<file path="src/rtl/serial_mag_compare.sv">
// serial_mag_compare: bit-serial MSB-first magnitude comparator.
// Folds per-bit decisions over time and holds registered gt/eq/lt
// results until the next compare completes.
module serial_mag_compare #(
  parameter int WIDTH = 8,
  parameter int CW    = $clog2(WIDTH)
) (
  input  logic clk,
  input  logic rst_n,
  input  logic start,
  input  logic abort,
  input  logic bit_valid,
  input  logic a_bit,
  input  logic b_bit,
  output logic busy,
  output logic done,
  output logic gt,
  output logic eq,
  output logic lt
);

  typedef enum logic [1:0] {
    S_IDLE = 2'd0,
    S_RUN  = 2'd1,
    S_DONE = 2'd2
  } state_t;

  localparam logic [CW-1:0] LAST_CNT = CW'(WIDTH - 1);

  state_t        r_state;
  logic [CW-1:0] r_cnt;
  logic          r_run_gt;
  logic          r_run_eq;
  logic          r_run_lt;

  logic          w_nxt_gt;
  logic          w_nxt_eq;
  logic          w_nxt_lt;
  logic          w_last;

  // Decision for the current bit pair; only the first differing bit
  // (while still equal) can set gt or lt, so the MSB dominates.
  always_comb begin
    w_nxt_gt = r_run_gt | (r_run_eq & a_bit & ~b_bit);
    w_nxt_lt = r_run_lt | (r_run_eq & ~a_bit & b_bit);
    w_nxt_eq = r_run_eq & ~(a_bit ^ b_bit);
    w_last   = (r_cnt == LAST_CNT);
  end

  // Control FSM with registered busy/done and committed result flags.
  always_ff @(posedge clk) begin
    if (!rst_n) begin
      r_state  <= S_IDLE;
      r_cnt    <= '0;
      r_run_gt <= 1'b0;
      r_run_eq <= 1'b1;
      r_run_lt <= 1'b0;
      busy     <= 1'b0;
      done     <= 1'b0;
      gt       <= 1'b0;
      eq       <= 1'b0;
      lt       <= 1'b0;
    end else begin
      done <= 1'b0;
      case (r_state)
        S_IDLE: begin
          if (start) begin
            r_state  <= S_RUN;
            busy     <= 1'b1;
            r_cnt    <= '0;
            r_run_gt <= 1'b0;
            r_run_eq <= 1'b1;
            r_run_lt <= 1'b0;
          end
        end
        S_RUN: begin
          if (abort) begin
            // Cancel without touching the previously committed result.
            r_state <= S_IDLE;
            busy    <= 1'b0;
          end else if (bit_valid) begin
            r_run_gt <= w_nxt_gt;
            r_run_eq <= w_nxt_eq;
            r_run_lt <= w_nxt_lt;
            if (w_last) begin
              // Counter is left at its final value so it never wraps.
              r_state <= S_DONE;
              busy    <= 1'b0;
              done    <= 1'b1;
              gt      <= w_nxt_gt;
              eq      <= w_nxt_eq;
              lt      <= w_nxt_lt;
            end else begin
              r_cnt <= r_cnt + 1'b1;
            end
          end
        end
        S_DONE: begin
          if (start) begin
            r_state  <= S_RUN;
            busy     <= 1'b1;
            r_cnt    <= '0;
            r_run_gt <= 1'b0;
            r_run_eq <= 1'b1;
            r_run_lt <= 1'b0;
          end else begin
            r_state <= S_IDLE;
          end
        end
        default: begin
          r_state <= S_IDLE;
          busy    <= 1'b0;
        end
      endcase
    end
  end

endmodule

</file>
<file path="config.mk">
export PLATFORM = sky130hd
export DESIGN_NAME = serial_mag_compare
export DESIGN_NICKNAME = d
export VERILOG_FILES = /design/src/rtl/serial_mag_compare.sv
export SDC_FILE = /design/constraint.sdc
export NUM_CORES = 1
export LEC_CHECK = 0
export CORE_MARGIN = 2
export CORE_UTILIZATION = 35
export CTS_CLUSTER_DIAMETER = 150
export DETAILED_ROUTE_END_ITERATION = 10
export SLEW_MARGIN = 20
export SYNTH_ARGS = -nofsm -noshare
export SYNTH_HDL_FRONTEND = slang
export SYNTH_SLANG_ARGS = --single-unit
</file>
<file path="constraint.sdc">
create_clock -name clk -period 1.35 [get_ports clk]
set_input_delay 0.135 -clock clk [delete_from_list [all_inputs] [get_ports clk]]
set_output_delay 0.135 -clock clk [all_outputs]
set_load 0.05 [all_outputs]
</file>
* Word level (Yosys, flattened, before mapping)
Index checks and enable logic that the tools add are counted.
** Storage, ports and cells
- Register bits after elaboration :: 13
- Word-level logic and storage cells :: 72
- Output and inout port bits :: 5
- Input bits :: 7
** Operators by class
- Bitwise gates (word level) :: 15
- Multiplexer cells :: 27
- Equality and inequality tests :: 10
- Add/sub/neg operators :: 1
- Reduce and logical (&&, ||, !) cells :: 9
** Operators with widths (count)
- $mux 1 :: 13
- $mux 3 :: 4
- $mux 2 :: 4
- $ne 2x2->1 const B :: 4
- $pmux 1 s2 :: 4
- $reduce_and 4->1 :: 2
- $not 1->1 :: 7
- $ne 3x3->1 const B :: 2
- $pmux 2 s3 :: 1
- $pmux 3 s2 :: 1
- $reduce_and 3->1 :: 2
- $and 1x1->1 :: 5
- $reduce_and 5->1 :: 1
- $reduce_or 4->1 :: 1
- $add 3x1->3 const B :: 1
- $eq 3x3->1 const B :: 1
- $eq 2x1->1 const B :: 1
- $eq 2x2->1 const B :: 1
- $logic_not 2->1 :: 1
- $ne 2x1->1 const B :: 1
- $or 1x1->1 :: 2
- $reduce_bool 2->1 :: 1
- $reduce_or 2->1 :: 1
- $xor 1x1->1 :: 1

* Logic depth before layout (Yosys ltp)
Gate-level depths: netlist (run 1).
- Word-level depth :: 7
- Gate-level depth with buffers :: 6
- Depth with buffers taken out :: 5

* Worst setup path before layout (run 1)
No wires, ideal clock.
- Path type :: reg2reg
- Start point :: register r_cnt[0]
- End point :: register r_cnt[0]
- Path buffers :: 1
- Slack :: -100 ps
- Clock period less this slack :: 1450 ps
- Stages on the path, launching flop included :: 7
- Arrival time :: 1328 ps
- Cells stage by stage :: dfxtp_1 > ha_1 > ha_1 > buf_2 > clkinv_1 > a21oi_2 > a311o_1
** On the way
- Elaborated cells between the ends (all ways) :: 8
- Classes of those cells :: add/sub: 1; eq/ne: 2; mux: 4; reduce/logical: 1
** RTL lines
- start: declaration :: line 31 : logic [CW-1:0] r_cnt;
- start signal: assignment :: line 94 : r_cnt <= r_cnt + 1'b1;
- $eq 3x3->1 :: line 47 : w_last = (r_cnt == LAST_CNT);
- net w_last :: line 39 : logic w_last;
- $ne 2x2->1 (no line)
- $reduce_and 5->1 (no line)
The timed path passes the listed nets, and every way through them passes these cells. The select of a mux whose other input is x is not followed.
A chain may end at the register's enable or synchronous reset.

* Final worst setup path (run 1)
Same ends and word-level chain as after synthesis.

==> impl_metrics.csv, run 1 <==
group,metric,value,unit
status,outcome,"finished, final reports clean",
synth,synth_nets,76,
floorplanning,die_x,45.4,µm
synth,synth_cell_types,26,
synth,synthDominantCellAreaShare,43.4,%
floorplanning,num_io_pins,12,
detailed_routing,vias,562,
clock_tree,numCtsBuffers,3,
clock_tree,clock-sinks,13,
clock_tree,cts_root_buf,"clkbuf_4",
sta,period_needed,1.29,ns
synth,synth_flop_cell,"dfxtp_1",
layout,instances_no_fill,99,
detailed_routing,wl_per_cell,13.4,µm
worst_setup_path,rrSetupSlack,0.06,ns
synth,syn-mean-instance-area,8.95,µm²
worst_setup_path,r2r_start,"r_cnt[0]",
floorplanning,design.core.area,0.00156,mm²
clock_tree,cts_tree,"built",
worst_setup_path,crit_chain,"ha_2 > ha_4 > clkinv_4 > a21oi_2 > a311o_1",
placement,gp_congestion,0.749,
power,power.leakage,0.302,nW
detailed_routing,wirelength,1.32,mm
layout,diodes,0,
worst_setup_path,critical_path_class,"flip-flop to flip-flop",
worst_setup_path,slowest_stage,"dfxtp_2",
power,power.density,849,mW/mm²
min_path,hold_class,"flip-flop to flip-flop",
power,peakVddDrop,0.537,mV
placement,port_buffers,11,
synth,synth-seq-cells,13,
synth,ys_seq_area_share,43.4,%
worst_setup_path,crit_cells,5,
detailed_routing,firstDrtPassIters,4,
detailed_routing,post_drt_via_cell_ratio,5.68,
detailed_routing,drc_errors,0,
floorplanning,die-area,0.00206,mm²
worst_setup_path,worstPathArrival,1.45,ns
sta,slew_viol_final,0,
layout,final_cell_mix,"12 x dfxtp_1, 9 x a21oi_1, 7 x buf_4",
worst_setup_path,startpoint_type,"flip-flop",
floorplanning,initial_core_util,38.4,%
run,cap_violations,0,
placement,dpl.hpwl,896,µm
floorplanning,dieHeight,45.4,µm
global_routing,antenna_found_initial,0,
global_routing,track_usage,14.9,%
sta,finalSetupViolations,0,
synth,synthCells,67,
worst_setup_path,cpPeakStageDelay,0.34,ns
clock_tree,path_clk_slew,0.08,ns
clock_tree,clock_tree.buffer_depth,2,
detailed_routing,drt_iter0_drc,12,
global_routing,grt_max_degree,12,
clock_tree,h-tree-depth,1,
worst_setup_path,r2r-end,"r_cnt[0]",
placement,dp.cells,95,
detailed_routing,ant_nets,0,
sta,max_freq,776,MHz
clock_tree,post-cts-setup-buffers,0,
worst_setup_path,critPathLaunch,"r_cnt[0]",
layout,areaGrowthSynthToFinish,41.5,%
synth,ys_async_sr_fraction,0,%
placement,placed_cell_area,791,µm²
sta,worst_slew_pin_slew,0.335,ns
sta,hold_violations,0,
floorplanning,row_count,14,
worst_setup_path,end_kind,"flip-flop",
global_routing,grt_pass1_wl,2.22,mm
layout,fin_area,848,µm²
synth,yosysTopAreaCell,"dfxtp_1",
worst_setup_path,worstSetupEndpoint,"r_cnt[0]",
layout,drive_above_1_share,26.5,%
sta,grt_setup_unrepaired,"false",
synth,yosys-top-cells-area,"dfxtp_1 43%, a21oi_1 7.5%, ha_1 4.2%",
sta,period_share,95.5,%
sta,clock_skew,0.00385,ns
synth,synth_warnings,0,
worst_setup_path,ff2ff_path_depth,5,
synth,synth_edf_count,0,
worst_setup_path,crit_fanout,8,
worst_setup_path,path_buf_inv,1,
layout,num-nets-final,93,
sta,max_slew_margin,77.6,%
layout,final_common_cell,"dfxtp_1",
worst_setup_path,required,1.51,ns
worst_setup_path,path_delay_family,"compound AO/OA/AOI/OAI gates",
synth,netlist_area,599,µm²
global_routing,grt_pass1_vias,515,
global_routing,grt_overflow,0,
clock_tree,clkLatencyLatePin,0.27,ns
cell families (layout without fill, tap and decap cells):
kind of cell    after synthesis  in the layout  share of synthesized area, %
buf+inv                       9             25                          7.30
xor+xnor                      1              1                          1.46
simple gates                 21             21                          22.3
compound gates               21             21                          21.3
fa+ha+maj                     2              2                          4.17
flops                        13             13                          43.4
metal layers:
| metal | vias to the layer above | GRT usage, % | share of wire (%) |
|---|---|---|---|
| met5 | - | 0 | 0 |
| met4 | 0 | 7.06 | 0.38 |
| met3 | 2 | 2.38 | 4.5 |
| met2 | 13 | 21.1 | 44 |
| met1 | 263 | 21.8 | 52 |
| li1 | 284 | - | - |
synthesized netlist by cell type (2+ instances only):
library cell  count
dfxtp_1          13
a21oi_1           9
nand3_1           5
nor3_1            5
o21ai_0           4
inv_1             3
o211ai_1          3
and3b_1           2
buf_2             2
buf_4             2
ha_1              2
nand4_1           2
nor4_1            2
worst min-delay path: stages (launching register included):
cell	delay [ns]
dfxtp_1	0.33
nand3_1	0.07
a21oi_1	0.06
final cells by class:
cell class / count / area [µm²]
Inverter: 4 / 20.0
Fill cell: 145 / 711
Sequential cell: 13 / 262
Tap cell: 16 / 20.0
Clock buffer: 4 / 26.3
Timing Repair Buffer: 17 / 193
Multi-Input combinational cell: 45 / 328
state kept, by name, summed over array words and instances, names as in the netlist:
| signal | cells |
|---|---|
| busy | 1 |
| done | 1 |
| eq | 1 |
| gt | 1 |
| lt | 1 |
| r_cnt | 3 |
| r_run_eq | 1 |
| r_run_gt | 1 |
| r_run_lt | 1 |
| r_state | 2 |
power by group:
group	leakage [nW]	switching, mW	internal [mW]
logic	0.181	0.0468	0.0438
clock network	0.0150	0.121	0.114
registers	0.106	0.00496	0.389
total	0.302	0.173	0.547
stage by stage:
stage	util [%]	hold slack [ns]	total power, mW	setup TNS, ns	worst slack (ns)
finish	54.4	0.498	0.720	0	0.0608
global route	54.4	0.536	0.755	0	0.00603
CTS	53.9	0.502	0.730	0	0.00603
detailed placement	50.7	0.479	0.491	-0.545	-0.105
global placement	50.7	0.474	0.491	-0.449	-0.137
floorplan	-	0.207	0.447	0	0.00811
what timing repair did:
item	4_1_cts	5_1_grt
hold buffers	0	0
hold endpoints to repair	0	0
endpoints found under the setup margin	2	7
pin swaps	0	1
gates resized for setup	3	3
how the worst min path moves through the flow:
stage	startpoint	to	slack, ns	cells after the start
finish	r_run_lt	r_run_lt	0.50	2
CTS	r_run_lt	r_run_lt	0.50	2
global placement	r_run_lt	r_run_lt	0.47	2
global route	r_run_lt	r_run_lt	0.54	2
detailed placement	r_run_lt	r_run_lt	0.48	2
floorplan	rst_n	r_run_eq	0.21	1
Power figures use the tool's default switching activity.
==> run 2, diff against run 1 <==
Settings changed: SLEW_MARGIN 20 to 30.
Clock period 1.35 ns to 1.6 ns, I/O delays scaled along.
==> run 2 against run 1 <==
Effect of this change:
- non-clock buffer count decreased by 2
- via count decreased by 2.0%
- clock skew increased by 0.0033 ns
- sequential power decreased by 15%
- global-route usage increased by 0.23 points
- first-iteration DRC count decreased by 8.3%
- worst setup slack improved by 0.061 ns
- critical path type unchanged
- critical endpoint is now gt
- largest power group unchanged
==> impl_metrics.csv, run 2 (synthesis results as in run 1) <==
group,metric,value,unit
sta,fin_hold_ws,0.477,ns
worst_setup_path,crit_fanout,8,
min_path,hold_class,"flip-flop to flip-flop",
worst_setup_path,required,1.75,ns
sta,clock_skew,0.00717,ns
detailed_routing,drt_iter0_drc,11,
global_routing,antenna_found_initial,0,
run,cap_violations,0,
layout,final_common_cell,"dfxtp_1",
layout,num-nets-final,91,
detailed_routing,post_drt_via_cell_ratio,5.68,
power,power.leakage,0.284,nW
sta,slew_viol_final,0,
floorplanning,design.core.area,0.00156,mm²
sta,max_freq,677,MHz
global_routing,grt_max_degree,12,
sta,worst_slew_pin_slew,0.373,ns
sta,period_needed,1.48,ns
layout,drive_above_1_share,19.8,%
global_routing,track_usage,15.2,%
worst_setup_path,path_buf_inv,1,
floorplanning,die-area,0.00206,mm²
clock_tree,cts_root_buf,"clkbuf_4",
layout,regArea,260,µm²
global_routing,grt_overflow,0,
detailed_routing,wl_per_cell,14.5,µm
worst_setup_path,startpoint_type,"flip-flop",
min_path,hold_start,"busy",
sta,max_slew_margin,75.1,%
layout,top_register,"r_cnt",
worst_setup_path,cpMostUsedCell,"ha_1",
worst_setup_path,end_kind,"flip-flop",
clock_tree,h-tree-depth,1,
floorplanning,initial_core_util,38.4,%
global_routing,grt_pass1_vias,496,
status,outcome,"finished, final reports clean",
detailed_routing,wirelength,1.40,mm
worst_setup_path,path_delay_family,"adder cells",
worst_setup_path,crit_chain,"ha_1 > ha_1 > clkinvlp_4 > nor4_2 > nor3_1",
sta,setup-tns-final,0,ns
global_routing,grt_pass1_wl,2.28,mm
layout,areaGrowthSynthToFinish,26.9,%
sta,hold_violations,0,
clock_tree,path_clk_slew,0.09,ns
layout,diodes,0,
layout,reg.largest.list,"r_cnt (3), r_state (2)",
sta,finalSetupViolations,0,
worst_setup_path,slowest_stage,"dfxtp_1",
clock_tree,numCtsBuffers,3,
floorplanning,row_count,14,
clock_tree,clock_tree.buffer_depth,2,
layout,nFillCells,162,
power,peakVddDrop,0.388,mV
layout,multi_input_comb_area,308,µm²
clock_tree,cts_tree,"built",
worst_setup_path,worstPathArrival,1.62,ns
layout,final_util,48.8,%
clock_tree,clkLatencyLatePin,0.27,ns
worst_setup_path,critical_path_class,"flip-flop to flip-flop",
detailed_routing,firstDrtPassIters,3,
layout,largest_reg_flops,3,
power,power.density,794,mW/mm²
floorplanning,num_io_pins,12,
detailed_routing,ant_nets,0,
worst_setup_path,cpPeakStageDelay,0.37,ns
placement,dpl.hpwl,958,µm
floorplanning,dieHeight,45.4,µm
worst_setup_path,critPathLaunch,"r_cnt[0]",
floorplanning,die_x,45.4,µm
detailed_routing,vias,551,
layout,final_cell_mix,"13 x dfxtp_1, 9 x a21oi_1, 9 x buf_4",
clock_tree,clock-sinks,13,
detailed_routing,drc_errors,0,
placement,gp_congestion,0.717,
worst_setup_path,r2r_start,"r_cnt[0]",
placement,port_buffers,11,
sta,period_share,92.4,%
clock_tree,holdBufCountCts,0,
==> run 2: timing repair <==
item | in CTS | in global routing
gates resized for setup | 0 | 3
setup buffers | 0 | 1
endpoints found under the setup margin | 0 | 2
endpoints found under the hold margin | 0 | 0
==> run 2: routing by layer <==
| metal | part of all wire (%) | routed length (µm) | global-route usage, % | up-vias |
|---|---|---|---|---|
| met3 | 2.8 | 39 | 2.78 | 2 |
| met1 | 52 | 725 | 21.0 | 261 |
| met5 | 0 | 0 | 0 | - |
| met2 | 45 | 631 | 22.5 | 9 |
| met4 | 0.43 | 6 | 7.06 | 0 |
| li1 | - | - | - | 279 |
==> run 2: final timing paths <==
path / slack, ns / end / cells after the start
max: 0.12 / gt / 5
max reg2reg: 0.12 / gt / 5
min: 0.48 / busy / 2
min reg2reg: 0.48 / busy / 2
==> run 2: layout make-up <==
| class | count | area share (%) |
|---|---|---|
| flip-flops and latches | 13 | 34.2 |
| well taps | 16 | 2.63 |
| clock buffers | 4 | 3.45 |
| inverters | 4 | 2.47 |
| multi-input cells | 45 | 40.5 |
| repair buffers | 15 | 16.8 |
==> run 2: worst min-delay path, delay by kind of cell, from the launching register on <==
family	cells	cell delay, ns
flops	1	0.31
compound gates	2	0.12
==> run 2: power by group <==
part           internal [mW]  leakage [nW]  total (mW)  switching, mW
registers              0.328         0.105       0.334        0.00588
logic                 0.0285         0.163      0.0656         0.0371
clock network         0.0965        0.0150       0.204          0.108
total                  0.453         0.284       0.604          0.151
==> run 2: stage by stage <==
step                total power [mW]  setup slack, ns  cell area (µm²)  std cells
finish                         0.604            0.122              761         97
global route                   0.630        -0.000829              761         97
CTS                            0.606           0.0898              737         96
detailed placement             0.406           0.0918              711         92
global placement               0.406            0.111              711         92
floorplan                      0.377            0.150              599         67
